==> src/rtl/pipeline_pkg.sv <==
// Shared types and defaults for the 5-stage core pipeline control.
package pipeline_pkg;

  typedef enum logic [1:0] {
    ST_RUN      = 2'd0,
    ST_MEM_WAIT = 2'd1,
    ST_DRAIN    = 2'd2,
    ST_HALTED   = 2'd3
  } state_t;

  localparam logic [4:0] REG_ZERO         = 5'd0;
  localparam int         DEF_DRAIN_CYCLES = 3;
  localparam int         DEF_MEM_TIMEOUT  = 255;

  // latchn order {if_id, id_ex, ex_mem, mem_wb}; flush order {if_id, id_ex}
  typedef struct packed {
    logic       pc_we;
    logic       redirect;
    logic [3:0] latchn;
    logic [1:0] flush;
  } ctrl_t;

  localparam ctrl_t CTRL_NORMAL = '{pc_we: 1'b1, redirect: 1'b0, latchn: 4'b0000, flush: 2'b00};
  localparam ctrl_t CTRL_FREEZE = '{pc_we: 1'b0, redirect: 1'b0, latchn: 4'b1111, flush: 2'b00};
  localparam ctrl_t CTRL_REDIR  = '{pc_we: 1'b1, redirect: 1'b1, latchn: 4'b0000, flush: 2'b11};
  localparam ctrl_t CTRL_HENTRY = '{pc_we: 1'b0, redirect: 1'b0, latchn: 4'b0000, flush: 2'b10};
  localparam ctrl_t CTRL_DRAIN  = '{pc_we: 1'b0, redirect: 1'b0, latchn: 4'b0000, flush: 2'b11};
  localparam ctrl_t CTRL_BUBBLE = '{pc_we: 1'b0, redirect: 1'b0, latchn: 4'b1000, flush: 2'b01};
  localparam ctrl_t CTRL_RESET  = '{pc_we: 1'b0, redirect: 1'b0, latchn: 4'b1111, flush: 2'b11};

endpackage

==> src/rtl/pipeline_hazard_ctrl_hazard_detect.sv <==
// Combinational load-use and branch-mispredict detection; kept separate for reuse by forwarding.
module hazard_detect
  import pipeline_pkg::*;
(
  input  logic [4:0] ifid_rs1,
  input  logic [4:0] ifid_rs2,
  input  logic       ifid_use_rs1,
  input  logic       ifid_use_rs2,
  input  logic       idex_valid,
  input  logic       idex_is_load,
  input  logic [4:0] idex_rd,
  input  logic       ex_br_resolved,
  input  logic       ex_br_taken,
  input  logic       ex_bpr,
  output logic       load_use,
  output logic       mispredict
);

  logic rs1_hit, rs2_hit;

  assign rs1_hit    = ifid_use_rs1 & (idex_rd == ifid_rs1);
  assign rs2_hit    = ifid_use_rs2 & (idex_rd == ifid_rs2);
  // x0 never carries a real dependency
  assign load_use   = idex_valid & idex_is_load & (idex_rd != REG_ZERO) & (rs1_hit | rs2_hit);
  assign mispredict = ex_br_resolved & (ex_br_taken ^ ex_bpr);

endmodule

==> src/rtl/pipeline_hazard_ctrl.sv <==
// Pipeline controller: latch holds, flushes, PC control, dmem-wait timeout, halt drain, stall counter.
module pipeline_hazard_ctrl
  import pipeline_pkg::*;
#(
  parameter int DRAIN_CYCLES = DEF_DRAIN_CYCLES,
  parameter int MEM_TIMEOUT  = DEF_MEM_TIMEOUT,
  parameter int CNT_W        = 16
) (
  input  logic             CLK,
  input  logic             RSTn,
  input  logic [4:0]       ifid_rs1,
  input  logic [4:0]       ifid_rs2,
  input  logic             ifid_use_rs1,
  input  logic             ifid_use_rs2,
  input  logic             id_halt_cand,
  input  logic             idex_valid,
  input  logic             idex_is_load,
  input  logic [4:0]       idex_rd,
  input  logic             ex_br_resolved,
  input  logic             ex_br_taken,
  input  logic             ex_bpr,
  input  logic             dmem_req,
  input  logic             dmem_ready,
  output logic             pc_we,
  output logic             redirect,
  output logic             if_id_latchn,
  output logic             id_ex_latchn,
  output logic             ex_mem_latchn,
  output logic             mem_wb_latchn,
  output logic             if_id_flush,
  output logic             id_ex_flush,
  output logic             halt,
  output logic             mem_err,
  output logic [CNT_W-1:0] stall_cnt
);

  localparam int WW = (MEM_TIMEOUT < 2) ? 1 : $clog2(MEM_TIMEOUT + 1);
  localparam int DW = (DRAIN_CYCLES < 2) ? 1 : $clog2(DRAIN_CYCLES + 1);

  state_t           state_q, state_d, eff_st;
  logic [WW-1:0]    wait_q, wait_d;
  logic [DW-1:0]    drain_q, drain_d;
  logic             ret_drain_q, ret_drain_d;
  logic             err_q, err_d;
  logic [CNT_W-1:0] stall_q;
  logic             load_use, mispredict, mem_busy, stall_inc;
  ctrl_t            c;

  hazard_detect u_hd (
    .ifid_rs1       (ifid_rs1),
    .ifid_rs2       (ifid_rs2),
    .ifid_use_rs1   (ifid_use_rs1),
    .ifid_use_rs2   (ifid_use_rs2),
    .idex_valid     (idex_valid),
    .idex_is_load   (idex_is_load),
    .idex_rd        (idex_rd),
    .ex_br_resolved (ex_br_resolved),
    .ex_br_taken    (ex_br_taken),
    .ex_bpr         (ex_bpr),
    .load_use       (load_use),
    .mispredict     (mispredict)
  );

  assign mem_busy = dmem_req & ~dmem_ready;
  // The cycle dmem_ready arrives behaves as the state we were in before the wait
  assign eff_st   = (state_q == ST_MEM_WAIT) ? (ret_drain_q ? ST_DRAIN : ST_RUN) : state_q;

  always_comb begin
    c           = CTRL_NORMAL;
    state_d     = eff_st;
    wait_d      = wait_q;
    drain_d     = drain_q;
    ret_drain_d = ret_drain_q;
    err_d       = err_q;
    if (state_q == ST_HALTED) begin
      c = CTRL_FREEZE;
    end else if (mem_busy) begin
      c = CTRL_FREEZE;
      if (state_q != ST_MEM_WAIT) ret_drain_d = (state_q == ST_DRAIN);
      if (wait_q == WW'(MEM_TIMEOUT - 1)) begin
        err_d   = 1'b1;
        state_d = ST_HALTED;
        wait_d  = '0;
      end else begin
        state_d = ST_MEM_WAIT;
        wait_d  = wait_q + 1'b1;
      end
    end else begin
      wait_d = '0;
      if (eff_st == ST_DRAIN) begin
        c = CTRL_DRAIN;
        if (drain_q != '0) drain_d = drain_q - 1'b1;
        if (drain_q <= DW'(1)) state_d = ST_HALTED;
      end else if (mispredict) begin
        c = CTRL_REDIR;
      end else if (id_halt_cand) begin
        c       = CTRL_HENTRY;
        state_d = ST_DRAIN;
        drain_d = DW'(DRAIN_CYCLES);
      end else if (load_use) begin
        c = CTRL_BUBBLE;
      end
    end
    if (!RSTn) c = CTRL_RESET;
  end

  assign stall_inc = ((state_q == ST_RUN) || (state_q == ST_MEM_WAIT)) &&
                     !c.pc_we && !c.redirect && !(&stall_q);

  always_ff @(posedge CLK) begin
    if (!RSTn) begin
      state_q     <= ST_RUN;
      wait_q      <= '0;
      drain_q     <= '0;
      ret_drain_q <= 1'b0;
      err_q       <= 1'b0;
      stall_q     <= '0;
    end else begin
      state_q     <= state_d;
      wait_q      <= wait_d;
      drain_q     <= drain_d;
      ret_drain_q <= ret_drain_d;
      err_q       <= err_d;
      if (stall_inc) stall_q <= stall_q + 1'b1;
    end
  end

  assign pc_we         = c.pc_we;
  assign redirect      = c.redirect;
  assign if_id_latchn  = c.latchn[3];
  assign id_ex_latchn  = c.latchn[2];
  assign ex_mem_latchn = c.latchn[1];
  assign mem_wb_latchn = c.latchn[0];
  assign if_id_flush   = c.flush[1];
  assign id_ex_flush   = c.flush[0];
  assign halt          = RSTn & (state_q == ST_HALTED);
  assign mem_err       = RSTn & err_q;
  assign stall_cnt     = RSTn ? stall_q : '0;

endmodule

==> config.mk <==
export PLATFORM = sky130hd
export DESIGN_NAME = pipeline_hazard_ctrl
export DESIGN_NICKNAME = d
export VERILOG_FILES = /design/src/rtl/pipeline_pkg.sv /design/src/rtl/pipeline_hazard_ctrl_hazard_detect.sv /design/src/rtl/pipeline_hazard_ctrl.sv
export SDC_FILE = /design/constraint.sdc
export NUM_CORES = 1
export LEC_CHECK = 0
export ABC_AREA = 1
export ABC_CLOCK_PERIOD_IN_PS = 1690
export BUFFER_PORTS_ARGS = -buffer_cell sky130_fd_sc_hd__buf_2
export CORE_MARGIN = 3
export CORE_UTILIZATION = 30
export CTS_BUF_LIST = sky130_fd_sc_hd__clkbuf_16
export DETAILED_ROUTE_END_ITERATION = 8
export HOLD_SLACK_MARGIN = 0.12
export PLACE_DENSITY_LB_ADDON = 0.15
export SLEW_MARGIN = 20
export SYNTH_ARGS = -nofsm -noshare
export SYNTH_HDL_FRONTEND = slang
export SYNTH_SLANG_ARGS = --single-unit
==> constraint.sdc <==
create_clock -name CLK -period 1.69 [get_ports CLK]
set_input_delay 0.169 -clock CLK [delete_from_list [all_inputs] [get_ports CLK]]
set_output_delay 0.169 -clock CLK [all_outputs]
set_load 0.05 [all_outputs]
**After elaboration in Yosys (flattened, before gate mapping)**

Cells that the tools add are included.

- Add/sub/neg operators: 3
- Shift operators: 0
- Div/mod/pow operators: 0
- Multipliers: 0
- Eq/ne operators: 10
- Reduce and logical (&&, ||, !) cells: 15
- $lt $le $gt $ge: 1
- Bitwise logic cells: 14
- Muxes and demuxes: 23

Operator list:

| cell | number |
|---|---|
| 8-bit 2-to-1 mux | 9 |
| 2-bit 2-to-1 mux | 13 |
| 16-bit by 1-bit adder with 16-bit output (second input constant) | 1 |
| 16-bit 2-to-1 mux | 1 |
| 16-bit AND reduction | 1 |
| 5-bit equality test | 2 |
| 1-bit AND | 9 |
| 8-bit by 1-bit adder with 8-bit output (second input constant) | 1 |
| 8-bit equality test (second input constant) | 1 |
| 2-bit equality test (second input constant) | 3 |
| 2-bit by 1-bit inequality test with 1-bit output (second input constant) | 3 |
| 3-bit AND reduction | 2 |
| 5-bit AND reduction | 1 |
| 5-bit nonzero test | 1 |
| 2-bit nonzero test | 2 |
| 1-bit logical AND | 3 |
| 1-bit zero test | 3 |
| 1-bit inverter | 3 |
| 2-bit by 1-bit equality test with 1-bit output (second input constant) | 1 |
| 2-bit by 1-bit <= comparator with 1-bit output (second input constant) | 1 |
| 2-bit zero test | 1 |
| 2-bit by 1-bit subtractor with 2-bit output (second input constant) | 1 |
| 1-bit logical OR | 1 |
| 1-bit bitwise OR | 1 |
| 1-bit bitwise XOR | 1 |

- Input port bits: 27
- Output and inout port bits: 26
- Memories kept: 0
- Memory bits (writable): 0
- Bits in registers: 30
- ROM bits: 0
- Logic and storage cells: 72
- Latch bits: 0

**Depth between registers and ports, before layout**

Gate-level depths: netlist of run 1.

- Word-level depth: 15
- Gate-level depth with buffers: 12
- Mapped depth without buffers: 12

**Cells and area by module**

From an unflattened synthesis of run 1, not the netlist that was laid out.

- Cells, all modules: 360
- Area total of the unflattened synthesis: 2165.8 µm²

By module, submodules not included:

| module | seq. area each (µm²) | times used | area an instance (µm²) | cells an instance |
|---|---|---|---|---|
| pipeline_hazard_ctrl | 600.6 | 1 | 1921.8 | 300 |
| hazard_detect | 0.0 | 1 | 244.0 | 60 |

**Least setup slack after synthesis of run 1**

Ideal clock, no wire load.

- Path kind: register to output
- Start point: reg state_q[1]
- End point: out if_id_latchn
- Data required time: 1.521 ns
- Path buffers: 0
- Arrival time: 1.936 ns
- Setup slack: -0.415 ns
- Stages on the path, launching flop included: 7
- Cells stage by stage: dfxtp_1 nand2_1 nand2_2 inv_2 nor2_1 inv_1 o21ai_0

- Word-level cells in the longest chain between the ends: 7
- Elaborated cells between the ends (all ways): 8
- Those cells by class: eq/ne (3); mux (5)

Ends and longest elaborated chain:

| item | line | source |
|---|---|---|
| start, declared | pipeline_hazard_ctrl.sv:40 | `state_t state_q, state_d, eff_st;` |
| start signal, assigned | pipeline_hazard_ctrl.sv:119 | `state_q <= state_d;` |
| 2-bit by 1-bit equality test with 1-bit output | pipeline_hazard_ctrl.sv:66 | `assign eff_st = (state_q == ST_MEM_WAIT) ? (ret_drain_q ? ST_DRAIN : ST_RUN) : state_q;` |
| 2-bit 2-to-1 mux | pipeline_hazard_ctrl.sv:66 |  |
| 2-bit equality test | pipeline_hazard_ctrl.sv:90 | `if (eff_st == ST_DRAIN) begin` |
| 8-bit 2-to-1 mux | pipeline_hazard_ctrl.sv:90 |  |
| 8-bit 2-to-1 mux | pipeline_hazard_ctrl.sv:77 | `end else if (mem_busy) begin` |
| 8-bit 2-to-1 mux * | pipeline_hazard_ctrl.sv:75 | `if (state_q == ST_HALTED) begin` |
| 8-bit 2-to-1 mux * | pipeline_hazard_ctrl.sv:104 | `if (!RSTn) c = CTRL_RESET;` |
| end, declared | pipeline_hazard_ctrl.sv:26 | `output logic if_id_latchn,` |

Mark *: on every way between the ends. The rest lies on a longest branch, timed or not.

**Final worst setup path of run 1**

- Start point: reg state_q[1]
- End point: out if_id_flush

- Word-level cells in the longest chain between the ends: 7
- Elaborated cells between the ends (all ways): 8
- Those cells by class: eq/ne (3); mux (5)

Ends and longest elaborated chain:

| item | line | source |
|---|---|---|
| 2-bit by 1-bit equality test with 1-bit output | pipeline_hazard_ctrl.sv:66 |  |
| 2-bit 2-to-1 mux | pipeline_hazard_ctrl.sv:66 |  |
| 2-bit equality test | pipeline_hazard_ctrl.sv:90 |  |
| 8-bit 2-to-1 mux | pipeline_hazard_ctrl.sv:90 |  |
| 8-bit 2-to-1 mux | pipeline_hazard_ctrl.sv:77 |  |
| 8-bit 2-to-1 mux * | pipeline_hazard_ctrl.sv:75 |  |
| 8-bit 2-to-1 mux * | pipeline_hazard_ctrl.sv:104 |  |
| end, declared | pipeline_hazard_ctrl.sv:30 | `output logic if_id_flush,` |

Marks and branches as above.

==> metrics.md, run 1 <==
| Metric | Value |
|---|---|
| Status | `finished clean` |
| Internal Power | `1.60 mW` |
| Seq/Total Area, Yosys | `0.276` |
| GRT Overall Usage | `0.148` |
| Cts bufs inserted | `5` |
| Grt ovf | `0` |
| Routed length per placed instance | `11.5 microns` |
| Max cap viols | `0` |
| Min-delay worst type | `primary input to flop` |
| Switch share | `0.288` |
| Rel. slew slack | `0.765` |
| Sequential power share | `0.336` |
| Total power per unit cell area | `770 nW/um^2` |
| Routed via count | `2375` |
| Clock tree buffer depth | `2` |
| Worst setup SP type | `flop` |
| Max IR drop VDD | `0.439 mV` |
| Clock sinks | `30` |
| Setup repair after global routing missed its margin | `false` |
| Initial core utilization | `0.315` |
| Floorplan core area | `6910 sq um` |
| Post-Route WL | `5990 microns` |
| Final Core Density | `0.422` |
| Post-synthesis cell count | `351` |
| Crit path max fanout | `5` |
| Area grow syn2layout | `34.0%` |
| Hold EP | `ret_drain_q` |
| Drt drc | `0` |
| Cell variety after synth | `30` |
| Die height | `91.1 microns` |
| Router iterations before antenna repair | `4` |
| Leak Pwr | `1.47 nW` |
| Fill count | `776` |
| Highest clock rate | `0.621 GHz` |
| H-tree depth | `2` |
| Pins over their slew limit | `0` |
| Critical path class | `flop to primary output` |
| Net switching power | `0.647 mW` |
| Final period util | `0.953` |
| Via density | `4.57` |
| Layout cells sized above 1 | `0.262` |
| Final Hold Viols | `0` |
| RD Place Congestion | `0.824` |
| First-pass GRT wire length | `10300 microns` |
| Crit end category | `primary output` |
| Final setup TNS | `0 ns` |
| Worst slew pin tran | `0.350 ns` |
| Die W | `91.1 microns` |
| Final min period | `1.61 ns` |
| Worst Setup SP | `state_q[1]` |
| WHS Path Cells | `4` |
| DRT iter0 DRCs | `112` |
| PnR Total Power | `2.24 mW` |
| Clk pwr share | `0.451` |
| Ys Warns | `0` |
| Synthesized net count | `383` |
| Area of the die | `8310 sq um` |
| CP arrival | `1.44 ns` |
| Cts hold-fix bufs | `0` |
| Post-synthesis average cell area | `6.20 sq um` |
| CTS tree | `done` |
| RR Startpoint | `state_q[1]` |
| Initial antenna violation count | `0` |
| Worst-Skew Late Latency | `0.28 ns` |
| Multi-input gate area | `1320 sq um` |
| Final setup vio count | `0` |
| Hold Startpoint | `dmem_ready` |
| Site Rows | `30` |
| Vias in the first global route | `2309` |
| Fin nets | `455` |
| PortBufs | `52` |
| RR Endpoint | `stall_q[0]` |
| Flops & latches, synth | `30` |
| Worst Setup Slack post-DPL | `0.0813 ns` |
| Largest net degree at the start of global routing | `21` |
| ANT cells | `0` |
| Detailed placement HPWL | `4460 microns` |
| Sequential cell area | `606 sq um` |
| WP data required | `1.52 ns` |
| Worst clock skew | `0.00364 ns` |
| I/O pin cnt | `53` |
| Clock Pin Slew Worst Setup and Hold Paths | `0.05 ns` |
| Root Buffer | `clkbuf_16` |
| Final worst-path setup slack | `0.0803 ns` |
| Final antenna-violating net count | `0` |
| Combinational power share | `0.213` |
| Reg2reg setup slack | `0.14 ns` |
| Post-synthesis cell area | `2170 sq um` |
| R2R cell count | `10` |
==> cell usage in the layout, fill, tap and decap left out, types with 4 or more instances in the layout <==
| cell type | count |
|---|---|
| a21oi_1 | 20 |
| buf_2 | 47 |
| buf_4 | 25 |
| buf_6 | 4 |
| clkbuf_16 | 5 |
| dfxtp_1 | 28 |
| ha_1 | 5 |
| inv_1 | 59 |
| nand2_1 | 100 |
| nand2_4 | 4 |
| nand3_1 | 14 |
| nand4_1 | 20 |
| nor2_1 | 31 |
| nor2_2 | 5 |
| nor3_1 | 4 |
| o21ai_0 | 6 |
| o22ai_1 | 4 |
| xor2_1 | 13 |
==> Yosys cell counts (all sizes together) <==
cell | count | share of area
nand3 | 15 | 0.040
inv | 62 | 0.11
nand4 | 20 | 0.058
ha | 5 | 0.029
a21oi | 22 | 0.054
clkbuf | 5 | 0.0086
or2 | 1 | 0.0029
o31ai | 1 | 0.0035
a211oi | 3 | 0.010
xnor2 | 3 | 0.012
nand2 | 107 | 0.20
buf | 7 | 0.027
o32ai | 1 | 0.0040
o21bai | 1 | 0.0035
o21ai | 8 | 0.018
nor2 | 37 | 0.068
nor3 | 5 | 0.012
o21a | 1 | 0.0035
xor2 | 13 | 0.052
o22ai | 4 | 0.012
dfxtp | 30 | 0.28
==> through the flow <==
stage                     std cells  hold slack (ns)  instance area (sq um)
after global routing            520            0.299                   2910
after global placement          502            0.443                   2600
after floorplan                 351            0.396                   2180
final                           520            0.242                   2910
after detailed placement        502            0.439                   2600
after CTS                       517            0.235                   2850
==> worst max-delay path by stage <==
stage	to	slack, ns
floorplan	if_id_latchn	-0.05
global placement	stall_q[1]	0.09
detailed placement	stall_q[5]	0.08
CTS	if_id_flush	0.004
global route	stall_q[11]	0.001
finish	if_id_flush	0.08
==> state kept, by name, indices dropped and copies added, names as in the netlist <==
| name | cells |
|---|---|
| drain_q | 2 |
| err_q | 1 |
| ret_drain_q | 1 |
| stall_q | 16 |
| state_q | 2 |
| wait_q | 8 |
==> power groups by stage <==
stage	Sequential [mW]	Combinational, mW	Clock [mW]
after floorplan	0.765	0.305	0
after global placement	0.768	0.421	0
after detailed placement	0.769	0.420	0
after CTS	0.754	0.457	1.03
after global routing	0.757	0.535	1.06
final	0.755	0.478	1.01
==> metal layers <==
metal	GRT usage	vias to the layer above	routed length (microns)
li1	-	1252	-
met5	0	-	0
met1	0.186	1074	2830
met4	0.0503	0	92
met2	0.252	40	2830
met3	0.0315	9	236
==> what timing repair did <==
item                                    4_1_cts  5_1_grt
setup buffers                                 7        2
resized for setup                            11       12
pin swaps                                     5        5
cloned                                        0        1
endpoints found under the setup margin        5       15
==> critical path: stages (launching register included) <==
cell and delay (ns):
dfxtp_4 0.35, o21bai_4 0.17, nand2_2 0.09, inv_2 0.06
nor2_4 0.09, inv_2 0.06, o21ai_2 0.11, nand2_1 0.07
buf_6 0.15
==> cell families (layout without fill, tap and decap cells) <==
logic type / after synthesis / after routing / share of synthesized area
and+or+nand+nor: 185 / 186 / 0.379
buffers and inverters: 74 / 146 / 0.143
AOI/OAI and AO/OA: 41 / 41 / 0.109
DFF: 30 / 30 / 0.276
xor gates and xnor gates: 16 / 16 / 0.0644
adders and majority gates: 5 / 5 / 0.0288
==> layout make-up <==
class                      instances  area share
clock buffer                       5      0.0429
clock inverter                     3      0.0137
inverter                          62      0.0799
multi-input combinational        248       0.454
sequential                        30       0.208
tap                               96      0.0412
timing repair buffer              76       0.161
Note: power is estimated with default switching activity, not from simulation.
==> run 2, diff against run 1 <==
--- a/config.mk
+++ b/config.mk
@@ -13,7 +13,7 @@
 export CTS_BUF_LIST = sky130_fd_sc_hd__clkbuf_16
 export DETAILED_ROUTE_END_ITERATION = 8
 export HOLD_SLACK_MARGIN = 0.12
-export PLACE_DENSITY_LB_ADDON = 0.15
+export PLACE_DENSITY = 0.61
 export SLEW_MARGIN = 20
 export SYNTH_ARGS = -nofsm -noshare
 export SYNTH_HDL_FRONTEND = slang
==> run 2 against run 1 <==
  * Critical endpoint unchanged
  * Highest routed layer unchanged
  * Fmax down 0.81%
  * Critical path type unchanged
  * Sequential share of layout area grew 0.35 points
  * Final cell count fell by 0.58%
  * Global-route usage is 0.49 points lower
==> metrics.md, run 2 (same netlist as run 1, synthesis figures left out) <==
| Metric | Value |
|---|---|
| Clock Pin Slew Worst Setup and Hold Paths | `0.05 ns (about the same)` |
| Most frequent cells in the layout | `nand2_1, inv_1, buf_2, nor2_1, dfxtp_1` |
| Drt drc | `0 (unchanged)` |
| Net switching power | `0.628 mW (-3.0%)` |
| I/O pin cnt | `53 (unchanged)` |
| Min-delay worst type | `primary input to flop` |
| Max FFs per register | `16 (unchanged)` |
| Router iterations before antenna repair | `4 (unchanged)` |
| Status | `finished clean` |
| Root Buffer | `clkbuf_16` |
| Worst slew pin tran | `0.344 ns (-0.00573 ns)` |
| Clock tree buffer depth | `2 (unchanged)` |
| Initial antenna violation count | `0 (unchanged)` |
| Max IR drop VDD | `0.458 mV (+4.4%)` |
| H-tree depth | `2 (unchanged)` |
| Cts bufs inserted | `5 (unchanged)` |
| Final Hold Viols | `0 (unchanged)` |
| Final period util | `0.960 (+0.00778)` |
| Clk pwr share | `0.403 (-0.048)` |
| Total power per unit cell area | `718 nW/um^2 (-6.7%)` |
| Clock sinks | `30 (unchanged)` |
| Final antenna-violating net count | `0 (unchanged)` |
| Die W | `91.1 microns (unchanged)` |
| Detailed placement HPWL | `4400 microns (-1.3%)` |
| Grt ovf | `0 (unchanged)` |
| Crit end category | `primary output` |
| Worst-Skew Late Latency | `0.28 ns (about the same)` |
| GRT Overall Usage | `0.144 (-0.00488)` |
| Top flop regs | `stall_q (16), wait_q (8)` |
| Critical path class | `flop to primary output` |
| WP data required | `1.52 ns (about the same)` |
| Floorplan core area | `6910 sq um (unchanged)` |
| Worst clock skew | `0.00833 ns (+0.00469 ns)` |
| Layout cells sized above 1 | `0.249 (-0.0124)` |
| Final setup vio count | `0 (unchanged)` |
| CTS tree | `done` |
| Site Rows | `30 (unchanged)` |
| Post-Route WL | `5920 microns (-1.2%)` |
| Pins over their slew limit | `0 (unchanged)` |
| Sequential power share | `0.365 (+0.029)` |
| Internal Power | `1.43 mW (-11%)` |
| Most common cell after layout, fill and taps aside | `nand2_1` |
| Area grow syn2layout | `31.5%` |
| Switch share | `0.306 (+0.0172)` |
| Final Core Density | `0.414 (-0.00779)` |
| Vias in the first global route | `2295 (-0.61%)` |
| CP arrival | `1.45 ns (about the same)` |
| Rel. slew slack | `0.770 (+0.00477)` |
| Largest net degree at the start of global routing | `21 (unchanged)` |
| Leak Pwr | `1.45 nW (-1.8%)` |
| DRT iter0 DRCs | `143 (+28%)` |
| Routed via count | `2400 (+1.1%)` |
| Fin nets | `454 (-0.22%)` |
| Initial core utilization | `0.315 (unchanged)` |
| Combinational power share | `0.232 (+0.019)` |
| Die height | `91.1 microns (unchanged)` |
| Worst hold margin | `0.255 ns (+0.0137 ns)` |
| Worst setup SP type | `flop` |
| Crit path max fanout | `4 (-1)` |
| Area of the die | `8310 sq um (unchanged)` |
| Largest Register | `stall_q` |
| ANT cells | `0 (unchanged)` |
| Routed length per placed instance | `11.4 microns (-0.65%)` |
| Via density | `4.64 (+1.6%)` |
| PortBufs | `52 (unchanged)` |
| Fill count | `768 (-1.0%)` |
| Max cap viols | `0 (unchanged)` |
| RD Place Congestion | `0.916 (+11%)` |
| Final min period | `1.62 ns (+0.0131 ns)` |
| First-pass GRT wire length | `10000 microns (-2.4%)` |
| Highest clock rate | `0.616 GHz (-0.81%)` |
==> run 2: final cells by class <==
type | count | area, sq um | area share
Tap cell | 96 | 120 | 0.0420
Sequential cell | 30 | 604 | 0.211
Timing Repair Buffer | 76 | 468 | 0.164
Inverter | 62 | 235 | 0.0822
Multi-Input combinational cell | 247 | 1300 | 0.456
Clock inverter | 1 | 3.75 | 0.00131
Clock buffer | 5 | 125 | 0.0437
==> run 2: power by group through the flow <==
stage / Combinational, mW / Sequential, mW / Clock [mW]
2_1_floorplan: 0.305 / 0.765 / 0
3_3_place_gp: 0.425 / 0.764 / 0
3_5_place_dp: 0.430 / 0.765 / 0
4_1_cts: 0.452 / 0.751 / 0.827
5_1_grt: 0.528 / 0.752 / 0.865
6_report: 0.477 / 0.750 / 0.827
==> run 2: final timing paths <==
| check | from | endpoint | slack [ns] | cells past startpoint |
|---|---|---|---|---|
| worst min register to register | err_q | err_q | 0.46 | 2 |
| worst min-delay path | RSTn | drain_q[1] | 0.26 | 3 |
| worst max register to register | stall_q[0] | stall_q[1] | 0.16 | 7 |
| worst max-delay path | state_q[1] | if_id_flush | 0.07 | 8 |
==> run 2: critical path, cell delays in order (launching register included) <==
cell	delay, ns
dfxtp_4	0.35
o21bai_4	0.18
nand2_4	0.08
inv_4	0.05
nor2_4	0.11
inv_2	0.05
o21ai_2	0.13
nand2_1	0.08
buf_6	0.16
==> run 2: repair_timing <==
item,4_1_cts,5_1_grt
resized for setup,13,8
hold buffers,0,0
pin swaps,2,4
setup endpoints to repair,5,8
buffers inserted,1,4
==> run 2: layer usage <==
metal / part of all wire / vias up / global-route usage / wire length [microns]
li1: - / 1247 / - / -
met1: 0.46 / 1084 / 0.181 / 2730
met2: 0.48 / 59 / 0.246 / 2830
met3: 0.046 / 10 / 0.0331 / 271
met4: 0.014 / 0 / 0.0377 / 80
met5: 0 / - / 0 / 0
==> run 2: metrics by stage <==
step	setup WS [ns]	setup TNS [ns]	power [mW]	instance area, sq um	std cells
detailed placement	0.0853	0	1.19	2630	506
floorplan	-0.0509	-0.0509	1.07	2180	351
CTS	0.00836	0	2.03	2800	513
global placement	0.160	0	1.19	2630	506
finish	0.0671	0	2.05	2860	517
global route	-0.00385	-0.00962	2.14	2860	517
